## src/rtl/core_writeback_pkg.sv

```systemverilog
// core_writeback_pkg: shared types and constants for the i2d writeback stage.
//   CORE_DW / CORE_RW   default datapath and register-index widths
//   wb_sel_e            EX result source select
//   ld_size_e           load access size
//   wb_state_e          writeback FSM states
package core_writeback_pkg;

   localparam int CORE_DW = 32;
   localparam int CORE_RW = 5;

   typedef enum logic [1:0] {
      CORE_WB_SEL_ALU  = 2'b00,
      CORE_WB_SEL_LOAD = 2'b01,
      CORE_WB_SEL_LINK = 2'b10,
      CORE_WB_SEL_NONE = 2'b11
   } wb_sel_e;

   typedef enum logic [1:0] {
      CORE_LDSIZE_B  = 2'b00,
      CORE_LDSIZE_H  = 2'b01,
      CORE_LDSIZE_W  = 2'b10,
      CORE_LDSIZE_WX = 2'b11
   } ld_size_e;

   typedef enum logic {
      WB_IDLE      = 1'b0,
      WB_LOAD_WAIT = 1'b1
   } wb_state_e;

endpackage

```

## src/rtl/core_writeback_if.sv

```systemverilog
// core_writeback_if: bundles the EX handshake, data-memory response and
// register-file write port of the writeback stage.
//   master : EX / memory side (drives ex_*, dm_*; observes wb_*, ld_*)
//   slave  : writeback stage (drives ex_ready, wb_*, ld_*)
interface core_writeback_if
   import core_writeback_pkg::*;
   #(
      parameter int DW = CORE_DW,
      parameter int RW = CORE_RW
   );

   logic          ex_valid;
   logic          ex_ready;
   logic          ex_we;
   logic [RW-1:0] ex_rd;
   logic [1:0]    ex_sel;
   logic [DW-1:0] ex_alu;
   logic [DW-1:0] ex_pc;
   logic [1:0]    ex_ldsize;
   logic          ex_ldsign;
   logic [1:0]    ex_addr_lo;
   logic          dm_rvalid;
   logic [DW-1:0] dm_rdata;
   logic          wb_we;
   logic [RW-1:0] wb_rd;
   logic [DW-1:0] wb_data;
   logic          ld_busy;
   logic [RW-1:0] ld_rd;

   modport master (
      output ex_valid, ex_we, ex_rd, ex_sel, ex_alu, ex_pc,
             ex_ldsize, ex_ldsign, ex_addr_lo, dm_rvalid, dm_rdata,
      input  ex_ready, wb_we, wb_rd, wb_data, ld_busy, ld_rd
   );

   modport slave (
      input  ex_valid, ex_we, ex_rd, ex_sel, ex_alu, ex_pc,
             ex_ldsize, ex_ldsign, ex_addr_lo, dm_rvalid, dm_rdata,
      output ex_ready, wb_we, wb_rd, wb_data, ld_busy, ld_rd
   );

endinterface

```

## src/rtl/core_ldextract.sv

```systemverilog
// core_ldextract: combinational little-endian lane select and extension of
// load data.
//   data   in  raw memory word
//   size   in  access size (B/H/W; the spare code behaves as W)
//   sign   in  1 = sign-extend, 0 = zero-extend
//   offset in  byte offset within the word
//   ext    out extended result
module core_ldextract
   import core_writeback_pkg::*;
   #(
      parameter int DW = CORE_DW
   ) (
      input  logic [DW-1:0] data,
      input  logic [1:0]    size,
      input  logic          sign,
      input  logic [1:0]    offset,
      output logic [DW-1:0] ext
   );

   logic [7:0]  byte_s;
   logic [15:0] half_s;

   // Pick the addressed byte lane and halfword; offset[0] plays no part in halves.
   always_comb begin
      byte_s = data[7:0];
      half_s = data[15:0];
      case (offset)
         2'b00:   byte_s = data[7:0];
         2'b01:   byte_s = data[15:8];
         2'b10:   byte_s = data[23:16];
         2'b11:   byte_s = data[31:24];
         default: byte_s = data[7:0];
      endcase
      if (offset[1]) begin
         half_s = data[31:16];
      end else begin
         half_s = data[15:0];
      end
   end

   // Extend the selected field to the full datapath width.
   always_comb begin
      ext = data;
      case (size)
         CORE_LDSIZE_B: ext = {{(DW-8){sign & byte_s[7]}}, byte_s};
         CORE_LDSIZE_H: ext = {{(DW-16){sign & half_s[15]}}, half_s};
         default:       ext = data;
      endcase
   end

endmodule

```

## src/rtl/core_writeback.sv

```systemverilog
// core_writeback: writeback stage. Accepts one EX result per instruction,
// selects ALU / link (PC+4) / load data, waits for the memory response on
// loads and drives the register-file write port plus a load-pending tag.
//   clk, rst  clock, synchronous active-low reset
//   bus       core_writeback_if.slave (EX handshake, dm response, wb/ld outputs)
module core_writeback
   import core_writeback_pkg::*;
   #(
      parameter int DW = CORE_DW,
      parameter int RW = CORE_RW
   ) (
      input logic            clk,
      input logic            rst,
      core_writeback_if.slave bus
   );

   localparam logic [DW-1:0] LINK_OFS = DW'(3'd4);
   localparam logic [RW-1:0] RD_ZERO  = {RW{1'b0}};

   wb_state_e     state_r, state_s;
   logic          wb_we_r, wb_we_s;
   logic [RW-1:0] wb_rd_r, wb_rd_s;
   logic [DW-1:0] wb_data_r, wb_data_s;
   logic [RW-1:0] cap_rd_r, cap_rd_s;
   logic          cap_we_r, cap_we_s;
   logic [1:0]    cap_size_r, cap_size_s;
   logic          cap_sign_r, cap_sign_s;
   logic [1:0]    cap_off_r, cap_off_s;
   logic          xfer_s;
   logic [DW-1:0] ld_ext_s;

   core_ldextract #(.DW(DW)) u_ldextract (
      .data   (bus.dm_rdata),
      .size   (cap_size_r),
      .sign   (cap_sign_r),
      .offset (cap_off_r),
      .ext    (ld_ext_s)
   );

   assign bus.ex_ready = rst & (state_r == WB_IDLE);
   assign xfer_s       = bus.ex_valid & bus.ex_ready;

   assign bus.wb_we    = wb_we_r;
   assign bus.wb_rd    = wb_rd_r;
   assign bus.wb_data  = wb_data_r;
   assign bus.ld_busy  = (state_r == WB_LOAD_WAIT);
   assign bus.ld_rd    = cap_rd_r;

   // FSM state register.
   always_ff @(posedge clk) begin
      if (!rst) begin
         state_r <= WB_IDLE;
      end else begin
         state_r <= state_s;
      end
   end

   // Next state and next output/capture values; wb_we defaults low so every write is one cycle.
   always_comb begin
      state_s    = state_r;
      wb_we_s    = 1'b0;
      wb_rd_s    = wb_rd_r;
      wb_data_s  = wb_data_r;
      cap_rd_s   = cap_rd_r;
      cap_we_s   = cap_we_r;
      cap_size_s = cap_size_r;
      cap_sign_s = cap_sign_r;
      cap_off_s  = cap_off_r;
      case (state_r)
         WB_IDLE: begin
            if (xfer_s) begin
               case (bus.ex_sel)
                  CORE_WB_SEL_ALU: begin
                     wb_we_s   = bus.ex_we & (bus.ex_rd != RD_ZERO);
                     wb_rd_s   = bus.ex_rd;
                     wb_data_s = bus.ex_alu;
                  end
                  CORE_WB_SEL_LINK: begin
                     wb_we_s   = bus.ex_we & (bus.ex_rd != RD_ZERO);
                     wb_rd_s   = bus.ex_rd;
                     wb_data_s = bus.ex_pc + LINK_OFS;
                  end
                  CORE_WB_SEL_LOAD: begin
                     cap_rd_s   = bus.ex_rd;
                     cap_we_s   = bus.ex_we;
                     cap_size_s = bus.ex_ldsize;
                     cap_sign_s = bus.ex_ldsign;
                     cap_off_s  = bus.ex_addr_lo;
                     state_s    = WB_LOAD_WAIT;
                  end
                  default: begin
                     wb_we_s = 1'b0;
                  end
               endcase
            end else begin
               state_s = WB_IDLE;
            end
         end
         WB_LOAD_WAIT: begin
            if (bus.dm_rvalid) begin
               wb_we_s   = cap_we_r & (cap_rd_r != RD_ZERO);
               wb_rd_s   = cap_rd_r;
               wb_data_s = ld_ext_s;
               state_s   = WB_IDLE;
            end else begin
               state_s = WB_LOAD_WAIT;
            end
         end
         default: begin
            state_s = WB_IDLE;
         end
      endcase
   end

   // Output and load-capture registers.
   always_ff @(posedge clk) begin
      if (!rst) begin
         wb_we_r    <= 1'b0;
         wb_rd_r    <= RD_ZERO;
         wb_data_r  <= {DW{1'b0}};
         cap_rd_r   <= RD_ZERO;
         cap_we_r   <= 1'b0;
         cap_size_r <= 2'b00;
         cap_sign_r <= 1'b0;
         cap_off_r  <= 2'b00;
      end else begin
         wb_we_r    <= wb_we_s;
         wb_rd_r    <= wb_rd_s;
         wb_data_r  <= wb_data_s;
         cap_rd_r   <= cap_rd_s;
         cap_we_r   <= cap_we_s;
         cap_size_r <= cap_size_s;
         cap_sign_r <= cap_sign_s;
         cap_off_r  <= cap_off_s;
      end
   end

endmodule

```

## src/flat_wrapper.sv

```systemverilog
// flat-port wrapper written by rule: the top's interface ports become plain ports
module core_writeback_flat import core_writeback_pkg::*;
#(
      parameter int DW = CORE_DW,
      parameter int RW = CORE_RW
   )
  (clk, rst, bus_ex_valid, bus_ex_we, bus_ex_rd, bus_ex_sel, bus_ex_alu, bus_ex_pc, bus_ex_ldsize, bus_ex_ldsign, bus_ex_addr_lo, bus_dm_rvalid, bus_dm_rdata, bus_ex_ready, bus_wb_we, bus_wb_rd, bus_wb_data, bus_ld_busy, bus_ld_rd);
  core_writeback_if #(.DW(DW), .RW(RW)) bus_i ();
  input logic clk;
  input logic rst;
  input wire logic [$bits(bus_i.ex_valid)-1:0] bus_ex_valid;
  input wire logic [$bits(bus_i.ex_we)-1:0] bus_ex_we;
  input wire logic [$bits(bus_i.ex_rd)-1:0] bus_ex_rd;
  input wire logic [$bits(bus_i.ex_sel)-1:0] bus_ex_sel;
  input wire logic [$bits(bus_i.ex_alu)-1:0] bus_ex_alu;
  input wire logic [$bits(bus_i.ex_pc)-1:0] bus_ex_pc;
  input wire logic [$bits(bus_i.ex_ldsize)-1:0] bus_ex_ldsize;
  input wire logic [$bits(bus_i.ex_ldsign)-1:0] bus_ex_ldsign;
  input wire logic [$bits(bus_i.ex_addr_lo)-1:0] bus_ex_addr_lo;
  input wire logic [$bits(bus_i.dm_rvalid)-1:0] bus_dm_rvalid;
  input wire logic [$bits(bus_i.dm_rdata)-1:0] bus_dm_rdata;
  output wire logic [$bits(bus_i.ex_ready)-1:0] bus_ex_ready;
  output wire logic [$bits(bus_i.wb_we)-1:0] bus_wb_we;
  output wire logic [$bits(bus_i.wb_rd)-1:0] bus_wb_rd;
  output wire logic [$bits(bus_i.wb_data)-1:0] bus_wb_data;
  output wire logic [$bits(bus_i.ld_busy)-1:0] bus_ld_busy;
  output wire logic [$bits(bus_i.ld_rd)-1:0] bus_ld_rd;
  assign bus_i.ex_valid = bus_ex_valid;
  assign bus_i.ex_we = bus_ex_we;
  assign bus_i.ex_rd = bus_ex_rd;
  assign bus_i.ex_sel = bus_ex_sel;
  assign bus_i.ex_alu = bus_ex_alu;
  assign bus_i.ex_pc = bus_ex_pc;
  assign bus_i.ex_ldsize = bus_ex_ldsize;
  assign bus_i.ex_ldsign = bus_ex_ldsign;
  assign bus_i.ex_addr_lo = bus_ex_addr_lo;
  assign bus_i.dm_rvalid = bus_dm_rvalid;
  assign bus_i.dm_rdata = bus_dm_rdata;
  assign bus_ex_ready = bus_i.ex_ready;
  assign bus_wb_we = bus_i.wb_we;
  assign bus_wb_rd = bus_i.wb_rd;
  assign bus_wb_data = bus_i.wb_data;
  assign bus_ld_busy = bus_i.ld_busy;
  assign bus_ld_rd = bus_i.ld_rd;
  core_writeback #(.DW(DW), .RW(RW)) u_core (.clk(clk), .rst(rst), .bus(bus_i));
endmodule
```

## config.mk

```make
export PLATFORM = sky130hd
export DESIGN_NAME = core_writeback_flat
export DESIGN_NICKNAME = d
export VERILOG_FILES = /design/src/rtl/core_writeback_pkg.sv /design/src/rtl/core_writeback_if.sv /design/src/rtl/core_ldextract.sv /design/src/rtl/core_writeback.sv /design/src/flat_wrapper.sv
export SDC_FILE = /design/constraint.sdc
export NUM_CORES = 1
export LEC_CHECK = 0
export CORE_UTILIZATION = 45
export CTS_CLUSTER_SIZE = 28
export DETAILED_ROUTE_END_ITERATION = 8
export PLACE_DENSITY = 0.85
export SYNTH_ARGS = -nofsm -noshare
export SYNTH_HDL_FRONTEND = slang
export SYNTH_HIERARCHICAL = 1
export SYNTH_SLANG_ARGS = --single-unit
```

## constraint.sdc

```tcl
create_clock -name clk -period 2.2 [get_ports clk]
set_clock_uncertainty 0.05 [all_clocks]
set_input_delay 0.44 -clock clk [delete_from_list [all_inputs] [get_ports clk]]
set_output_delay 0.44 -clock clk [all_outputs]
set_load 0.005 [all_outputs]
```

# Yosys cells after proc, flatten, opt, wreduce, memory -nomap -nowiden
# Cells that the tools add are included.
# Widths: inputs -> output; s select.
[totals] register_bits=50 in_bits=113 output_inout_bits=45
[op_classes] n_eq_ne=10 bitwise=7 n_reduce_logical=9 addsub=1 n_mux=19
[op_table] cell="$pmux 32 s2" count=3
[op_table] cell="$mux 32" count=2
[op_table] cell="$add 32x3->32 const B" count=1
[op_table] cell="$pmux 8 s4" count=1
[op_table] cell="$mux 16" count=1
[op_table] cell="$mux 5" count=3
[op_table] cell="$pmux 5 s2" count=1
[op_table] cell="$reduce_bool 5->1" count=2
[op_table] cell="$reduce_and 3->1" count=3
[op_table] cell="$and 1x1->1" count=6
[op_table] cell="$eq 2x1->1 const B" count=3
[op_table] cell="$eq 2x2->1 const B" count=3
[op_table] cell="$logic_not 2->1" count=3
[op_table] cell="$mux 1" count=6
[op_table] cell="$ne 2x2->1 const B" count=2
[op_table] cell="$pmux 1 s2" count=2
[op_table] cell="$ne 3x3->1 const B" count=1
[op_table] cell="$ne 2x1->1 const B" count=1
[op_table] cell="$reduce_or 2->1" count=1
[op_table] cell="$not 1->1" count=1

# Longest topological paths before layout
# Gate-level depths: netlist of run 1.
[logic_depth] depth_word=6 ltp_mapped=11 depth_no_buf=7

# Cells and area by module
# Netlist of run 1, hierarchy kept.
[modules_own_cells] mod="core_writeback" area_each_um2=3151.8 cells_per_inst=392 n_inst=1
[modules_own_cells] mod="core_ldextract" area_each_um2=1023.5 cells_per_inst=133 n_inst=1

# Worst setup path after synthesis of run 1
# OpenSTA, ideal clock, no wires.
[synth_path] path_type="register to register" from="register u_core.cap_off_r[0]" to="register u_core.wb_data_r[19] (netlist: u_core/bus.wb_data[19])" required_time_ns=2.030 t_arrival_ns=1.825 synth_period_minus_slack_ns=1.995 n_path_buf=2 slack_ns=0.205 setup_time_ns=0.120 path_stages_with_launch=10 path_cell_list="dfxtp_1 -> buf_4 -> mux2_4 -> a32oi_4 -> buf_6 -> o211ai_1 -> and3_1 -> a21oi_1 -> a2bb2oi_1 -> o21ai_1"
[synth_via] elab_chain_cells=6 word_cells_on_any_way=9 cone_classes="eq/ne (3); mux (4); bitwise (1); reduce/logical (1)"
[synth_lines] item="start: declaration" line_no="core_writeback.sv:28" rtl="logic [1:0] cap_off_r, cap_off_s;"
[synth_lines] item="start signal: assignment" line_no="core_writeback.sv:134" rtl="cap_off_r <= cap_off_s;"
[synth_lines] item="$eq 2x2->1 (tied with other cells)" line_no="core_ldextract.sv:27" rtl="case (offset)"
[synth_lines] item="$pmux 8 s4 *" line_no="core_ldextract.sv:27"
[synth_lines] item="$and 1x1->1 *" line_no="core_ldextract.sv:45" rtl="CORE_LDSIZE_B: ext = {{(DW-8){sign & byte_s[7]}}, byte_s};"
[synth_lines] item="$pmux 32 s2 *" line_no="core_ldextract.sv:44" rtl="case (size)"
[synth_lines] item="named net u_core.ld_ext_s[19]" line_no="core_writeback.sv:30" rtl="logic [DW-1:0] ld_ext_s;"
[synth_lines] item="$mux 32 *" line_no="core_writeback.sv:100" rtl="if (bus.dm_rvalid) begin"
[synth_lines] item="$pmux 32 s2 *" line_no="core_writeback.sv:69" rtl="case (state_r)"
[synth_lines] item="end signal: assignment" line_no="core_writeback.sv:120" rtl="wb_data_r <= {DW{1'b0}};"
[synth_lines] item="end signal: assignment" line_no="core_writeback.sv:129" rtl="wb_data_r <= wb_data_s;"
[synth_lines] item="end: declaration" line_no="core_writeback.sv:23" rtl="logic [DW-1:0] wb_data_r, wb_data_s;"
# The timed path passes the listed nets; every way through them passes the cells marked *. The select of a mux whose other input is x is not followed.
# A chain may end at the register's enable or synchronous reset.

# Worst setup path after layout of run 1
[layout_path] from="input bus_dm_rdata[23]" to="register u_core.wb_data_r[13] (netlist: u_core/bus.wb_data[13])"
[layout_via] elab_chain_cells=5
[layout_lines] item="start: declaration" line_no="flat_wrapper.sv:21" rtl="input wire logic [$bits(bus_i.dm_rdata)-1:0] bus_dm_rdata;"
[layout_lines] item="$pmux 8 s4" line_no="core_ldextract.sv:27"
[layout_lines] item="$and 1x1->1" line_no="core_ldextract.sv:45"
[layout_lines] item="$pmux 32 s2" line_no="core_ldextract.sv:44"
[layout_lines] item="named net u_core.ld_ext_s[13]" line_no="core_writeback.sv:30"
[layout_lines] item="$mux 32" line_no="core_writeback.sv:100"
[layout_lines] item="$pmux 32 s2" line_no="core_writeback.sv:69"
# The timed path passes the listed nets, and every way through them passes these cells. The select of a mux whose other input is x is not followed.

==> results of run 1 <==
[kinds of logic (layout without fill, tap and decap cells)]
kind of cell | count (synthesis) | count (layout) | share of synthesized area [%]
DFF | 50 | 50 | 24.0
and+or+nand+nor | 207 | 207 | 27.1
muxes | 30 | 30 | 9.44
xor gates and xnor gates | 20 | 20 | 4.20
buffers and inverters | 54 | 260 | 7.10
AOI/OAI and AO/OA | 163 | 163 | 27.9
adders and majority gates | 1 | 1 | 0.300
[per-stage QoR]
stage,TNS [ns],instances,util (%)
after floorplan,0,525,-
after global placement,-3.29,831,71.3
after detailed placement,-5.18,831,71.3
after CTS,0,839,72.6
after global routing,0,839,72.7
final,0,839,72.7
[report_power, final]
| part | internal, mW | switching, mW | leakage, nW |
|---|---|---|---|
| Clock | 0.345 | 0.340 | 0.0587 |
| Sequential | 0.949 | 0.0307 | 0.409 |
| Combinational | 0.470 | 0.363 | 2.07 |
[routing by layer]
layer | GRT usage, % | vias up | wire length [µm]
met5 | 0 | - | 0
met3 | 3.94 | 35 | 1390
met4 | 10.8 | 0 | 476
met2 | 53.0 | 274 | 7190
li1 | - | 2364 | -
met1 | 43.3 | 2293 | 6490
[final cells by class]
| class | count | area (µm²) |
|---|---|---|
| clock inverter | 3 | 47.5 |
| timing repair buffer | 248 | 2280 |
| tap | 108 | 135 |
| clock buffer | 5 | 68.8 |
| inverter | 4 | 15.0 |
| multi-input combinational | 421 | 2880 |
| fill | 704 | 2420 |
| sequential | 50 | 1000 |
[sequential cells by signal, summed over array words and instances (netlist names)]
register and cells:
u_core/cap_off_r 2, u_core/bus.wb_rd 5, u_core/bus.wb_data 32, u_core/bus.wb_we 1
u_core/cap_we_r 1, u_core/bus.ld_busy 1, u_core/cap_size_r 2, u_core/bus.ld_rd 5
u_core/cap_sign_r 1
[repair_timing]
item | CTS | global route
gates resized for setup | 1 | 2
pin swaps | 0 | 2
endpoints found under the setup margin | 1 | 6
cloned | 0 | 0
hold buffers | 0 | 0
[placed cells by master (no fill, tap or decap), types with 9 or more instances in the layout]
cell type	netlist	layout
dfxtp_1	50	48
mux2i_1	21	21
and3_1	13	13
clkdlybuf4s50_1	0	156
buf_4	5	89
nor2b_1	21	21
nand2b_1	9	9
nor2_1	44	44
o21ai_0	30	30
xor2_1	10	10
nand2_1	64	64
nand3_1	11	11
o211ai_2	10	10
a21oi_1	44	44
o211ai_1	9	9
xnor2_1	10	10
a211oi_1	14	14
[final timing paths]
| check | startpoint | to | slack [ns] |
|---|---|---|---|
| worst min-delay path | u_core/bus.wb_data[1] | u_core/bus.wb_data[1] | 0.41 |
| worst max register to register | u_core/cap_off_r[0] | u_core/bus.wb_data[13] | 0.09 |
| worst min register to register | u_core/bus.wb_data[1] | u_core/bus.wb_data[1] | 0.41 |
| worst max-delay path | bus_dm_rdata[23] | u_core/bus.wb_data[13] | 0.06 |
[tightest hold or removal path: stages, from the launching register on]
cell,delay [ns]
dfxtp_1,0.32
nand2_1,0.05
a21oi_1,0.05
==> results.md, run 1 <==
* Final Hold Violating Endpoints at 0
* Share of cells above drive strength 1 at slightly below 20%
* Ys async rst share at 0%
* WL/cell at ~19 µm
* Max-Cap Viols at 0
* Startpoint Class: input pin
* Critical path type: in2reg
* Clock sink total at 50
* Post-synthesis sequential area ratio at roughly a quarter
* Initial antenna violation count at 0
* Number of synthesized flops with an enable pin at 0
* DRT Wirelength at ~16 mm
* Warnings from Yosys at 6
* GPL Wtd Cong at 0.949
* Top post-synthesis cells by area: dfxtp_1, nand2_1, a21oi_1, mux2i_1, nor2_1
* Boundary Pins at about 160
* Area Growth Syn to Fin at 54.1%
* Buffer levels on the longest clock path at 2
* Buf+Inv Stages, Crit Path at 3
* First-pass GRT wire length at about 25 mm
* First-pass DRT Iterations at 9
* DP HPWL at about 13 mm
* Synth top area share at 24.0%
* FF+latch count, synth at 50
* Largest delay contributor family on the critical path: buffers and inverters
* Post-DRT Antenna Nets at 0
* Largest net degree at the start of global routing at 37
* I/O Buffers at around 160
* Vias in the first global route at 4806
* DRT iter0 DRCs at between 400 and 500
* Die ar. at 9670 µm²
* Design Power at roughly 2.5 mW
* Setup Fix Bufs, Post-CTS at 0
* DP Worst Slack at -0.235 ns
* Worst Setup End Kind: register
* CTS tree: yes
* Final worst slack at between 0.06 and 0.07 ns
* Worst hold path stage count at 2
* Biggest area consumer among synthesized cells: dfxtp_1
* Final instance area at ~6400 µm²
* # H-tree levels at 2
* Nets at 844
* Slowest cell on crit path: clkdlybuf4s50_1
* Cells after Synth at 525
* Peak VDD IR at 0.322 mV
* # DRC at 7
* Fin Hold WS at slightly above 0.4 ns
* Cell Pwr Density at roughly 400 nW/µm²
* Vias per cell at between 5 and 6
* Mapped Nets at 639
* Failing checks: DRC
* Max Slew Vio Count at 0
* Worst-Skew Late Latency at 0.31 ns
* Die height at around 100 µm
* Clk slew on worst S/H paths at 0.10 ns
* Mapped Area at roughly 4200 µm²
* CTS root buffer: clkbuf_8
* # setup viols final at 0
* Worst EP arrival at 2.28 ns
* RSZ-0062 raised after global routing: false
* Die outline width at about 98 µm
* Core ar. at roughly 9000 µm²
* Worst path depth at 9
* Reg2Reg Depth at 8
* Worst-path cell chain: clkdlybuf4s50_1, mux2_4, a32oi_4, buf_12, buf_4, o221ai_2, and3_1, a21oi_1, o21ai_0
* Overflow left after global routing at 0
* Min-delay worst type: reg2reg
* Worst slew margin at a little over two thirds
* Placed Area at around 6300 µm²
* GR Util All Layers at 32.1%
* Crit share post-route at 97.2%
* Row cnt at 34
* Mapped Avg Cell Area at between 7 and 8 µm²
* Number of diodes at 0
* Worst-path fanout max at 20
* Starting Density at between 40% and 50%
* Largest stage delay on the critical path at ~0.43 ns
* Min Clock Period, post-route at 2.14 ns
* CP required at around 2.3 ns
* Yosys cell types at roughly 70
* Leak Pwr at approximately 2.5 nW
* Worst Tran Pin Value at 0.447 ns
* Ys flop type: dfxtp_1
* Status: finished, violations left
* Top cells by count, synth: nand2_1, dfxtp_1, a21oi_1, nor2_1, o21ai_0
* Vias post-DR at around 5.0k
* Top-count cell post-synth: nand2_1
* Cts bufs inserted at 5
* Max Freq at about 0.47 GHz
Power figures use the tool's default switching activity.
==> run 2, diff against run 1 <==
--- a/config.mk
+++ b/config.mk
@@ -5,10 +5,12 @@
 export SDC_FILE = /design/constraint.sdc
 export NUM_CORES = 1
 export LEC_CHECK = 0
+export CAP_MARGIN = 25
 export CORE_UTILIZATION = 45
 export CTS_CLUSTER_SIZE = 28
 export DETAILED_ROUTE_END_ITERATION = 8
 export PLACE_DENSITY = 0.85
+export SKIP_CTS_REPAIR_TIMING = 1
 export SYNTH_ARGS = -nofsm -noshare
 export SYNTH_HDL_FRONTEND = slang
 export SYNTH_HIERARCHICAL = 1
==> results.md, run 2 (synthesized netlist as in run 1, its figures left out) <==
* Die height at 98.3 µm (unchanged)
* RSZ-0062 raised after global routing: false
* I/O Buffers at 157 (unchanged)
* DP Worst Slack at -0.235 ns (unchanged)
* Area Growth Syn to Fin at 54.2% (about the same)
* Initial antenna violation count at 0 (unchanged)
* Leak Pwr at 2.54 nW (+0.32%)
* Fin Hold WS at 0.415 ns (+0.00238 ns)
* Die outline width at 98.3 µm (unchanged)
* # setup viols final at 0 (unchanged)
* Worst-Skew Late Latency at 0.31 ns (about the same)
* Final Non-Filler Cells at 839 (unchanged)
* Design Power at 2.50 mW (+0.13%)
* Status: finished, violations left
* Worst Tran Pin Value at 0.489 ns (+0.0423 ns)
* Clock sink total at 50 (unchanged)
* Boundary Pins at 158 (unchanged)
* Min-delay src: u_core/bus.wb_data[1]
* Nets at 844 (unchanged)
* Cell Pwr Density at 389 nW/µm² (about the same)
* DP HPWL at 12.5 mm (unchanged)
* Cts bufs inserted at 5 (unchanged)
* Final Hold Violating Endpoints at 0 (unchanged)
* Number of diodes at 0 (unchanged)
* Final instance area at 6440 µm² (about the same)
* GR Util All Layers at 32.1% (unchanged)
* Reg2reg start: u_core/cap_off_r[0]
* Buffer levels on the longest clock path at 2 (unchanged)
* Core ar. at 8850 µm² (unchanged)
* Peak VDD IR at 0.323 mV (+0.43%)
* Max Slew Vio Count at 0 (unchanged)
* CP required at 2.34 ns (about the same)
* Post-DRT Antenna Nets at 0 (unchanged)
* Overflow left after global routing at 0 (unchanged)
* Vias per cell at 5.90 (-0.38%)
* Largest net degree at the start of global routing at 37 (unchanged)
* CTS tree: yes
* # H-tree levels at 2 (unchanged)
* Min Clock Period, post-route at 2.14 ns (+0.00204 ns)
* Final worst slack at 0.0599 ns (-0.00204 ns)
* Worst hold path stage count at 2 (unchanged)
* # DRC at 2 (-5)
* Clk slew on worst S/H paths at 0.10 ns (about the same)
* Max reg flops at 32 (unchanged)
* WHS Endpoint: u_core/bus.wb_data[1]
* WL/cell at 18.6 µm (+0.35%)
* Reg2Reg Depth at 8 (unchanged)
* Register-to-register path setup slack at 0.09 ns (about the same)
* Max-Cap Viols at 0 (unchanged)
* RR Endpoint: u_core/bus.wb_data[13]
* Worst slew margin at 67.0% (-2.9 points)
* Die ar. at 9670 µm² (unchanged)
* Max Freq at 0.467 GHz (about the same)
* Worst Setup End Kind: register
* First-pass DRT Iterations at 9 (unchanged)
* Post-Place Cells at 831 (unchanged)
* Vias in the first global route at 4806 (unchanged)
* Critical path type: in2reg
* Vias post-DR at 4947 (-0.38%)
* Worst EP arrival at 2.28 ns (about the same)
* Placed Area at 6310 µm² (unchanged)
* Startpoint Class: input pin
* Crit share post-route at 97.3% (about the same)
* Most frequent cells in the layout: clkdlybuf4s50_1, buf_4, nand2_1
* Min-delay worst type: reg2reg
* Failing checks: DRC
* GPL Wtd Cong at 0.949 (unchanged)
* CTS root buffer: clkbuf_8
* Worst-path fanout max at 20 (unchanged)
* DRT Wirelength at 15.6 mm (+0.35%)
* Row cnt at 34 (unchanged)
* First-pass GRT wire length at 24.6 mm (unchanged)
* Starting Density at 47.2% (unchanged)
* DRT iter0 DRCs at 456 (+5.3%)
* Share of cells above drive strength 1 at 19.6% (unchanged)
* Commonest non-fill, non-tap cell in the layout: clkdlybuf4s50_1
==> run 2: power breakdown <==
part	switching, mW	internal [mW]	total, mW
sequential	0.0309	0.949	0.980
clock	0.342	0.345	0.687
combinational	0.364	0.471	0.835
==> run 2: cell type report <==
| cell class | instances | area [µm²] |
|---|---|---|
| multi-input combinational | 421 | 2880 |
| fill | 704 | 2410 |
| timing repair buffer | 248 | 2280 |
| sequential | 50 | 1000 |
| tap | 108 | 135 |
| clock buffer | 5 | 68.8 |
| clock inverter | 3 | 47.5 |
| inverter | 4 | 15.0 |
==> run 2: metrics by stage <==
stage          setup TNS (ns)  utilization, %
4_1_cts               -0.0168            72.6
6_report                    0            72.7
3_3_place_gp            -3.29            71.3
3_5_place_dp            -5.18            71.3
5_1_grt                     0            72.7
2_1_floorplan               0               -
==> run 2: routing by layer <==
layer / GRT usage (%) / part of all wire, %
met1: 43.3 / 43
met5: 0 / 0
met4: 10.8 / 2.9
met2: 53.0 / 46
met3: 3.94 / 8.2
==> run 2: how the worst max path moves through the flow <==
stage,slack (ns),start,end,cells after the start
floorplan,0.20,u_core/cap_off_r[0],u_core/bus.wb_data[19],9
global placement,-0.19,bus_dm_rdata[23],u_core/bus.wb_data[19],9
detailed placement,-0.24,bus_dm_rdata[23],u_core/bus.wb_data[17],9
CTS,-0.02,rst,bus_ex_ready,4
global route,0.006,bus_ex_pc[3],u_core/bus.wb_data[28],7
finish,0.06,bus_dm_rdata[23],u_core/bus.wb_data[13],9
==> run 2: worst max-delay path, cell delays in order <==
cell and delay (ns):
clkdlybuf4s50_1 0.43, mux2_4 0.30, a32oi_4 0.24, buf_12 0.19, buf_4 0.16, o221ai_2 0.10
and3_1 0.18, a21oi_1 0.14, o21ai_0 0.09
==> run 3, diff against run 2 <==
--- a/config.mk
+++ b/config.mk
@@ -11,6 +11,7 @@
 export DETAILED_ROUTE_END_ITERATION = 8
 export PLACE_DENSITY = 0.85
 export SKIP_CTS_REPAIR_TIMING = 1
+export SKIP_LAST_GASP = 1
 export SYNTH_ARGS = -nofsm -noshare
 export SYNTH_HDL_FRONTEND = slang
 export SYNTH_HIERARCHICAL = 1
==> constraint.sdc (replaced) <==
create_clock -name clk -period 2.2 [get_ports clk]
set_clock_uncertainty 0.05 [all_clocks]
set_input_delay 0.44 -clock clk [delete_from_list [all_inputs] [get_ports clk]]
set_output_delay 0.44 -clock clk [all_outputs]
set_load 0.02 [all_outputs]
==> results.md, run 3 (synthesized netlist as in run 1, its figures left out) <==
* Min Clock Period, post-route at 2.16 ns (+0.0222 ns)
* Most frequent cells in the layout: clkdlybuf4s50_1, buf_4, nand2_1
* Nets at 839 (-0.59%)
* Multi-input gate area at 2880 µm² (about the same)
* CP required at 2.40 ns (+0.06 ns)
* Die outline width at 98.3 µm (unchanged)
* Die height at 98.3 µm (unchanged)
* Worst EP arrival at 2.36 ns (+0.08 ns)
* DP HPWL at 12.4 mm (-1.3%)
* Status: finished, violations left
* Vias per cell at 6.04 (+2.5%)
* # setup viols final at 0 (unchanged)
* Cell Pwr Density at 384 nW/µm² (-1.2%)
* Starting Density at 47.2% (unchanged)
* Die ar. at 9670 µm² (unchanged)
* Worst Tran Pin Value at 0.479 ns (-0.00944 ns)
* Clk slew on worst S/H paths at 0.11 ns (about the same)
* Final Hold Violating Endpoints at 0 (unchanged)
* Net switching power at 796 µW (+8.1%)
* Fill count at 708 (+0.57%)
* Max Freq at 0.462 GHz (-1.0%)
* Max-Cap Viols at 0 (unchanged)
* Worst-path fanout max at 6 (-70%)
* First-pass DRT Iterations at 9 (unchanged)
* Commonest non-fill, non-tap cell in the layout: clkdlybuf4s50_1
* Boundary Pins at 158 (unchanged)
* Min-delay worst type: reg2reg
* Internal at 1.65 mW (-6.3%)
* First-pass GRT wire length at 24.7 mm (+0.68%)
* DRT Wirelength at 15.7 mm (+0.68%)
* Failing checks: DRC
* Largest stage delay on the critical path at 0.49 ns (+0.06 ns)
* Startpoint Class: input pin
* WL/cell at 18.8 µm (+1.3%)
* Number of diodes at 0 (unchanged)
* Overflow left after global routing at 0 (unchanged)
* I/O Buffers at 157 (unchanged)
* Vias in the first global route at 4840 (+0.71%)
* RSZ-0062 raised after global routing: false
* GR Util All Layers at 32.0% (-0.082 points)
* Max reg flops at 32 (unchanged)
* Share of cells above drive strength 1 at 19.0% (-0.55 points)
* Worst slew margin at 67.8% (+0.85 points)
* Core ar. at 8850 µm² (unchanged)
* Fin Hold WS at 0.416 ns (+0.000766 ns)
* Critical path type: in2reg
* Buffer levels on the longest clock path at 2 (unchanged)
* Area Growth Syn to Fin at 52.8%
* Post-DRT Antenna Nets at 0 (unchanged)
* Core Util, Final at 72.1% (-0.65 points)
* # DRC at 1 (-1)
* Max Slew Vio Count at 0 (unchanged)
* Peak VDD IR at 0.256 mV (-21%)
* Sw frac at 32.5% (+3.1 points)
* Comb pwr share at 35.7% (+2.3 points)
* Final worst slack at 0.0377 ns (-0.0222 ns)
* Row cnt at 34 (unchanged)
* Vias post-DR at 5039 (+1.9%)
* Cts bufs inserted at 5 (unchanged)
* Final Non-Filler Cells at 834 (-0.60%)
* Sequential share of power at 40.1% (+0.9 points)
* Post-Place Cells at 823 (-0.96%)
* Largest net degree at the start of global routing at 40 (+8.1%)
* Worst Setup End Kind: register
* GPL Wtd Cong at 0.967 (+1.9%)
* Worst-path cell chain: clkdlybuf4s50_1, buf_4, mux2i_1, or3_1, buf_4, buf_4, o211ai_1, and3_1, a21oi_1, o22ai_1
* DRT iter0 DRCs at 430 (-5.7%)
* Initial antenna violation count at 0 (unchanged)
* Reg area at 1000 µm² (unchanged)
* CTS tree: yes
* Cell repeated most along the worst path: buf_4
* Leak Pwr at 2.51 nW (-1.3%)
* CTS root buffer: clkbuf_8
* Design Power at 2.45 mW (-2.1%)
* # H-tree levels at 2 (unchanged)
* Slowest cell on crit path: clkdlybuf4s50_1
* DP Worst Slack at -0.255 ns (-0.0192 ns)
* Clock share of power at 24.3% (-3.2 points)
* Clock sink total at 50 (unchanged)
* Worst-Skew Late Latency at 0.32 ns (about the same)
* Crit share post-route at 98.3% (+1.0 points)
==> run 3: final timing paths <==
path	depth (start not counted)	slack (ns)	startpoint	to
worst max register to register	8	0.08	u_core/cap_off_r[0]	u_core/bus.wb_data[17]
worst min register to register	2	0.42	u_core/bus.wb_data[1]	u_core/bus.wb_data[1]
worst min-delay path	2	0.42	u_core/bus.wb_data[1]	u_core/bus.wb_data[1]
worst max-delay path	10	0.04	bus_dm_rdata[31]	u_core/bus.wb_data[17]
==> run 3: stage by stage <==
stage,cell area (µm²),setup TNS [ns]
after floorplan,4180,0
after global placement,6250,-3.67
after detailed placement,6250,-4.80
after CTS,6350,-0.146
after global routing,6380,0
final,6380,0
==> run 3: power groups by stage <==
stage                     combinational, mW  clock [mW]  sequential [mW]
after floorplan                       0.311           0             1.04
after detailed placement              0.856           0             1.00
after global routing                  0.927       0.636            0.986
after CTS                             0.862       0.604            0.981
final                                 0.874       0.594            0.982
after global placement                0.842           0             1.00
==> run 3: critical path, delay by kind of cell <==
family,cells,cell delay (ns)
buf+inv,4,0.94
simple gates,2,0.59
compound gates,3,0.32
mux,1,0.06
==> run 3: area by class of cell <==
class	instances	share of cell area, %
Timing Repair Buffer	243	35.2
Multi-Input combinational cell	421	45.2
Inverter	4	0.235
Sequential cell	50	15.7
Tap cell	108	2.12
Clock buffer	5	1.08
Clock inverter	3	0.451
==> run 3: routing by layer <==
layer	track usage, %	share of wire, %
met5	0	0
met3	4.44	8.7
met2	53.3	47
met1	42.6	42
met4	10.6	2.6
==> RTL edit 1, RTL diff (config.mk and constraints of run 3) <==
Remove the case item `CORE_WB_SEL_LINK` of the case on `bus.ex_sel`.
--- a/src/rtl/core_writeback.sv
+++ b/src/rtl/core_writeback.sv
@@ -76,9 +76,4 @@
                      wb_data_s = bus.ex_alu;
                   end
-                  CORE_WB_SEL_LINK: begin
-                     wb_we_s   = bus.ex_we & (bus.ex_rd != RD_ZERO);
-                     wb_rd_s   = bus.ex_rd;
-                     wb_data_s = bus.ex_pc + LINK_OFS;
-                  end
                   CORE_WB_SEL_LOAD: begin
                      cap_rd_s   = bus.ex_rd;
Behaviour: not the same (a bounded check fails within 4 cycles, from zero or initial values and one cycle with rst low).
==> RTL edit 1 against run 3 <==
Sequential cell count did not move; critical path depth decreased by 3; via count down 36%; synthesized cell count is 31% lower; core utilization down 4.4 points; routed wire length shrank 38%; design area decreased by 28%; worst setup slack improved by 0.20 ns; total power fell by 4.8%; die area is 23% lower; area after synthesis is 24% lower; count of clock-buffer cells in the layout is 1 higher; highest routed layer unchanged.
==> RTL edit 1: results (changes against run 3) <==
- 1st-pass router iterations: 5 (-4)
- Clock slew at reported path FFs: 0.09 ns (-0.02 ns)
- Cell count after synthesis: 361 (-31%)
- Worst R2R Path Depth: 6 (-2)
- Initial DRC Count: 237 (-45%)
- Via count: 3246 (-36%)
- R2R Setup Slk: 0.29 ns (+0.21 ns)
- HP Start: u_core/bus.wb_data[11]
- Clock buffer count in the final layout: 6 (+1)
- Worst-Margin Slew: 0.6337 ns (+0.1542 ns)
- Non-Filler Instances: 572 (-31%)
- Nets: 588 (-30%)
- Worst VDD drop: 0.3182 mV (+24%)
- # fillers: 570 (-19%)
- GRT met3 Usage: 0.03850 (-0.005882)
- Power Dens Cells: 507.5 mW/mm² (+32%)
- Worst R2R Start: u_core/cap_size_r[1]
- Metal-1 WL: 4189 µm (-36%)
- Placed inst area: 0.004484 mm² (-28%)
- PortBufs: 125 (-20%)
- Sequential cell area share: 0.2177 (+0.06043)
- Pre-CTS WS: -0.06897 ns (+0.1855 ns)
- Most frequent cell after synthesis: dfxtp_1
- Post-Syn Area: 0.003181 mm² (-24%)
- Grt met1 use: 0.3393 (-0.08676)
- Buffer share of cell area: 0.3125 (-0.03944)
- Fraction of layout cells with a size suffix above 1: 0.1786 (-0.01151)
- WL met2: 4654 µm (-37%)
- Post-synthesis sequential area ratio: 0.3147 (+0.07498)
- Placed Cells: 564 (-31%)
- Area contributors post-synth: dfxtp_1, o221ai_1, a21oi_2, nand2_1, mux4_2
- Comb pwr: 0.000685 W (-22%)
- Largest net degree at the start of global routing: 52 (+30%)
- Status: finished, final reports clean
- Comb_multi_in: 234 (-44%)
- Syn_nets: 474 (-26%)
- Layout area overhead: 44.53%
- Sw Ratio: 0.2896 (-0.03545)
- Synth cell types: 34 (-52%)
- Vias in the first global route: 3080 (-36%)
- CP arrival: 2.09 ns (-0.27 ns)
==> RTL edit 1: cell count changes after synthesis, moves of 12 or more <==
cell | before | now
a21boi_0 | 0 | 12
a21oi_1 | 44 | 16
a21oi_2 | 0 | 30
and3_1 | 13 | 0
inv_1 | 3 | 38
mux2i_1 | 21 | 1
nand2_1 | 64 | 49
nor2_1 | 44 | 8
o21ai_0 | 30 | 0
o221ai_1 | 8 | 42
==> RTL edit 1: worst max-delay path: stages <==
cell	delay, ns
clkdlybuf4s50_1	0.45
mux2_4	0.29
a32oi_4	0.29
buf_4	0.21
o221ai_1	0.16
o221ai_1	0.19
a21oi_1	0.05
==> RTL edit 1: kinds of logic (layout without fill, tap and decap cells) <==
family	count (synthesis)	count (layout)	synth area share
AOI/OAI and AO/OA	137	137	0.3659
and+or+nand+nor	87	87	0.1349
buffers and inverters	77	192	0.1235
DFF	50	50	0.3147
muxes	10	10	0.06097
==> RTL edit 2, RTL diff (config.mk and constraints of run 3) <==
Made on the original files. `CORE_RW`: 5 -> 4.
--- a/src/rtl/core_writeback_pkg.sv
+++ b/src/rtl/core_writeback_pkg.sv
@@ -7,5 +7,5 @@
 
    localparam int CORE_DW = 32;
-   localparam int CORE_RW = 5;
+   localparam int CORE_RW = 4;
 
    typedef enum logic [1:0] {
Ports: changed (resized bus_ex_rd, bus_ld_rd and bus_wb_rd); port bits go from 158 to 155. No check against the original RTL was run, so the function may have changed too.
==> RTL edit 2 against run 3 <==
Routed wire length up 2.1%; sequential cell count is 2 lower; worst setup slack gained 0.021 ns; first-iteration DRC count rose by 1.4%; design area up 1.4%; area after synthesis down 2.2%; total power rose by 4.1%; final cell count increased by 0.72%.
==> RTL edit 2: results (changes against run 3) <==
- First-pass GRT wire length: 25560 µm (+3.3%)
- HP Start: u_core/bus.wb_data[0]
- Logic pwr share: 0.356 (about the same)
- R2R Setup Slk: 0.14 ns (+0.06 ns)
- Worst-path maximum fanout: 10 (+4)
- Grt met1 use: 0.4139 (-0.01209)
- 1st-pass router iterations: 5 (-4)
- Worst Hold Endpoint: u_core/bus.wb_data[0]
- Nets: 844 (+0.60%)
- Met2 Use GR: 0.5845 (+0.05146)
- Fraction of layout cells with a size suffix above 1: 0.2145 (+0.02440)
- Synth cell types: 73 (+2.8%)
- Gr usage total: 0.3352 (+0.01544)
- Final HPWL DP: 12740 µm (+3.0%)
- Sw Ratio: 0.3060 (-0.01904)
- Routed vias/inst: 6.040 (about the same)
- Worst VDD drop: 0.2631 mV (+2.8%)
- Post-synthesis sequential area ratio: 0.2352 (-0.004514)
- Placed inst area: 0.006297 mm² (+0.76%)
- Flop pwr share: 0.369 (-0.032)
- Avg WL per Cell: 19.08 µm (+1.3%)
- Largest net degree at the start of global routing: 34 (-15%)
- Status: finished, final reports clean
- Syn_nets: 630 (-1.4%)
- Pre-CTS WS: -0.3084 ns (-0.05392 ns)
- GRT met3 Usage: 0.04820 (+0.003821)
- Initial DRC Count: 436 (+1.4%)
- PortBufs: 154 (-1.9%)
- Area contributors post-synth: dfxtp_1, nand2_1, a21oi_1, nor2_1, mux2i_1
- Synth top cells by count: nand2_1, nor2_1, dfxtp_1, a21oi_1, o21ai_0
- Final Power: 0.002552 W (+4.1%)
- Clk_lat worst skew: 0.30 ns (-0.02 ns)
- GP Congestion: 0.9678 (+0.11%)
- Final min period: 2.141 ns (-0.02111 ns)
- Crit path to: u_core/bus.wb_data[15]
- RR Endpoint: u_core/bus.wb_data[15]
==> RTL edit 2: cell types whose count changed after synthesis, sizes merged, moves of 6 or more <==
cell           run 3  this run
o21ai             32        21
and3              13         6
nor2              45        52
buf               30        24
nand2b            10         4
nand3             13        19
nand4              9        15
==> RTL edit 2: metrics by stage <==
stage	hold WS, ns	std cells	setup TNS (ns)
after floorplan	0.4000	517	0
after global placement	0.3979	832	-3.235
after detailed placement	0.4110	832	-4.689
after CTS	0.4272	840	-0.2259
after global routing	0.4482	840	0
final	0.4223	840	0
==> RTL edit 2: cells by family (layout without fill, tap and decap cells) <==
group | count (synthesis) | after routing | share of synthesized area
buf+inv | 51 | 266 | 0.07045
flops | 48 | 48 | 0.2352
xor+xnor | 23 | 23 | 0.04931
fa+ha+maj | 1 | 1 | 0.003062
simple gates | 206 | 206 | 0.2643
mux | 28 | 28 | 0.09158
compound gates | 160 | 160 | 0.2861
==> RTL edit 2: worst max-delay path, stage by stage <==
cell	delay (ns)
clkdlybuf4s50_1	0.44
mux2_4	0.28
a32oi_4	0.25
buf_12	0.16
o221ai_1	0.14
nand2_1	0.10
o211ai_1	0.13
o221ai_1	0.18
o21ba_1	0.17
==> RTL edit 2: cell type report <==
type	instances	area, µm²
fill	656	2297
multi-input combinational	418	2880
tap	108	135.1
timing repair buffer	251	2338
sequential	48	964.7
inverter	7	26.28
clock buffer	6	82.58
clock inverter	2	38.79
==> RTL edit 2: layer usage <==
| layer | wire (µm) | share of wire |
|---|---|---|
| met1 | 6436 | 0.40 |
| met5 | 0 | 0 |
| met2 | 7812 | 0.49 |
| met3 | 1233 | 0.077 |
| met4 | 544 | 0.034 |
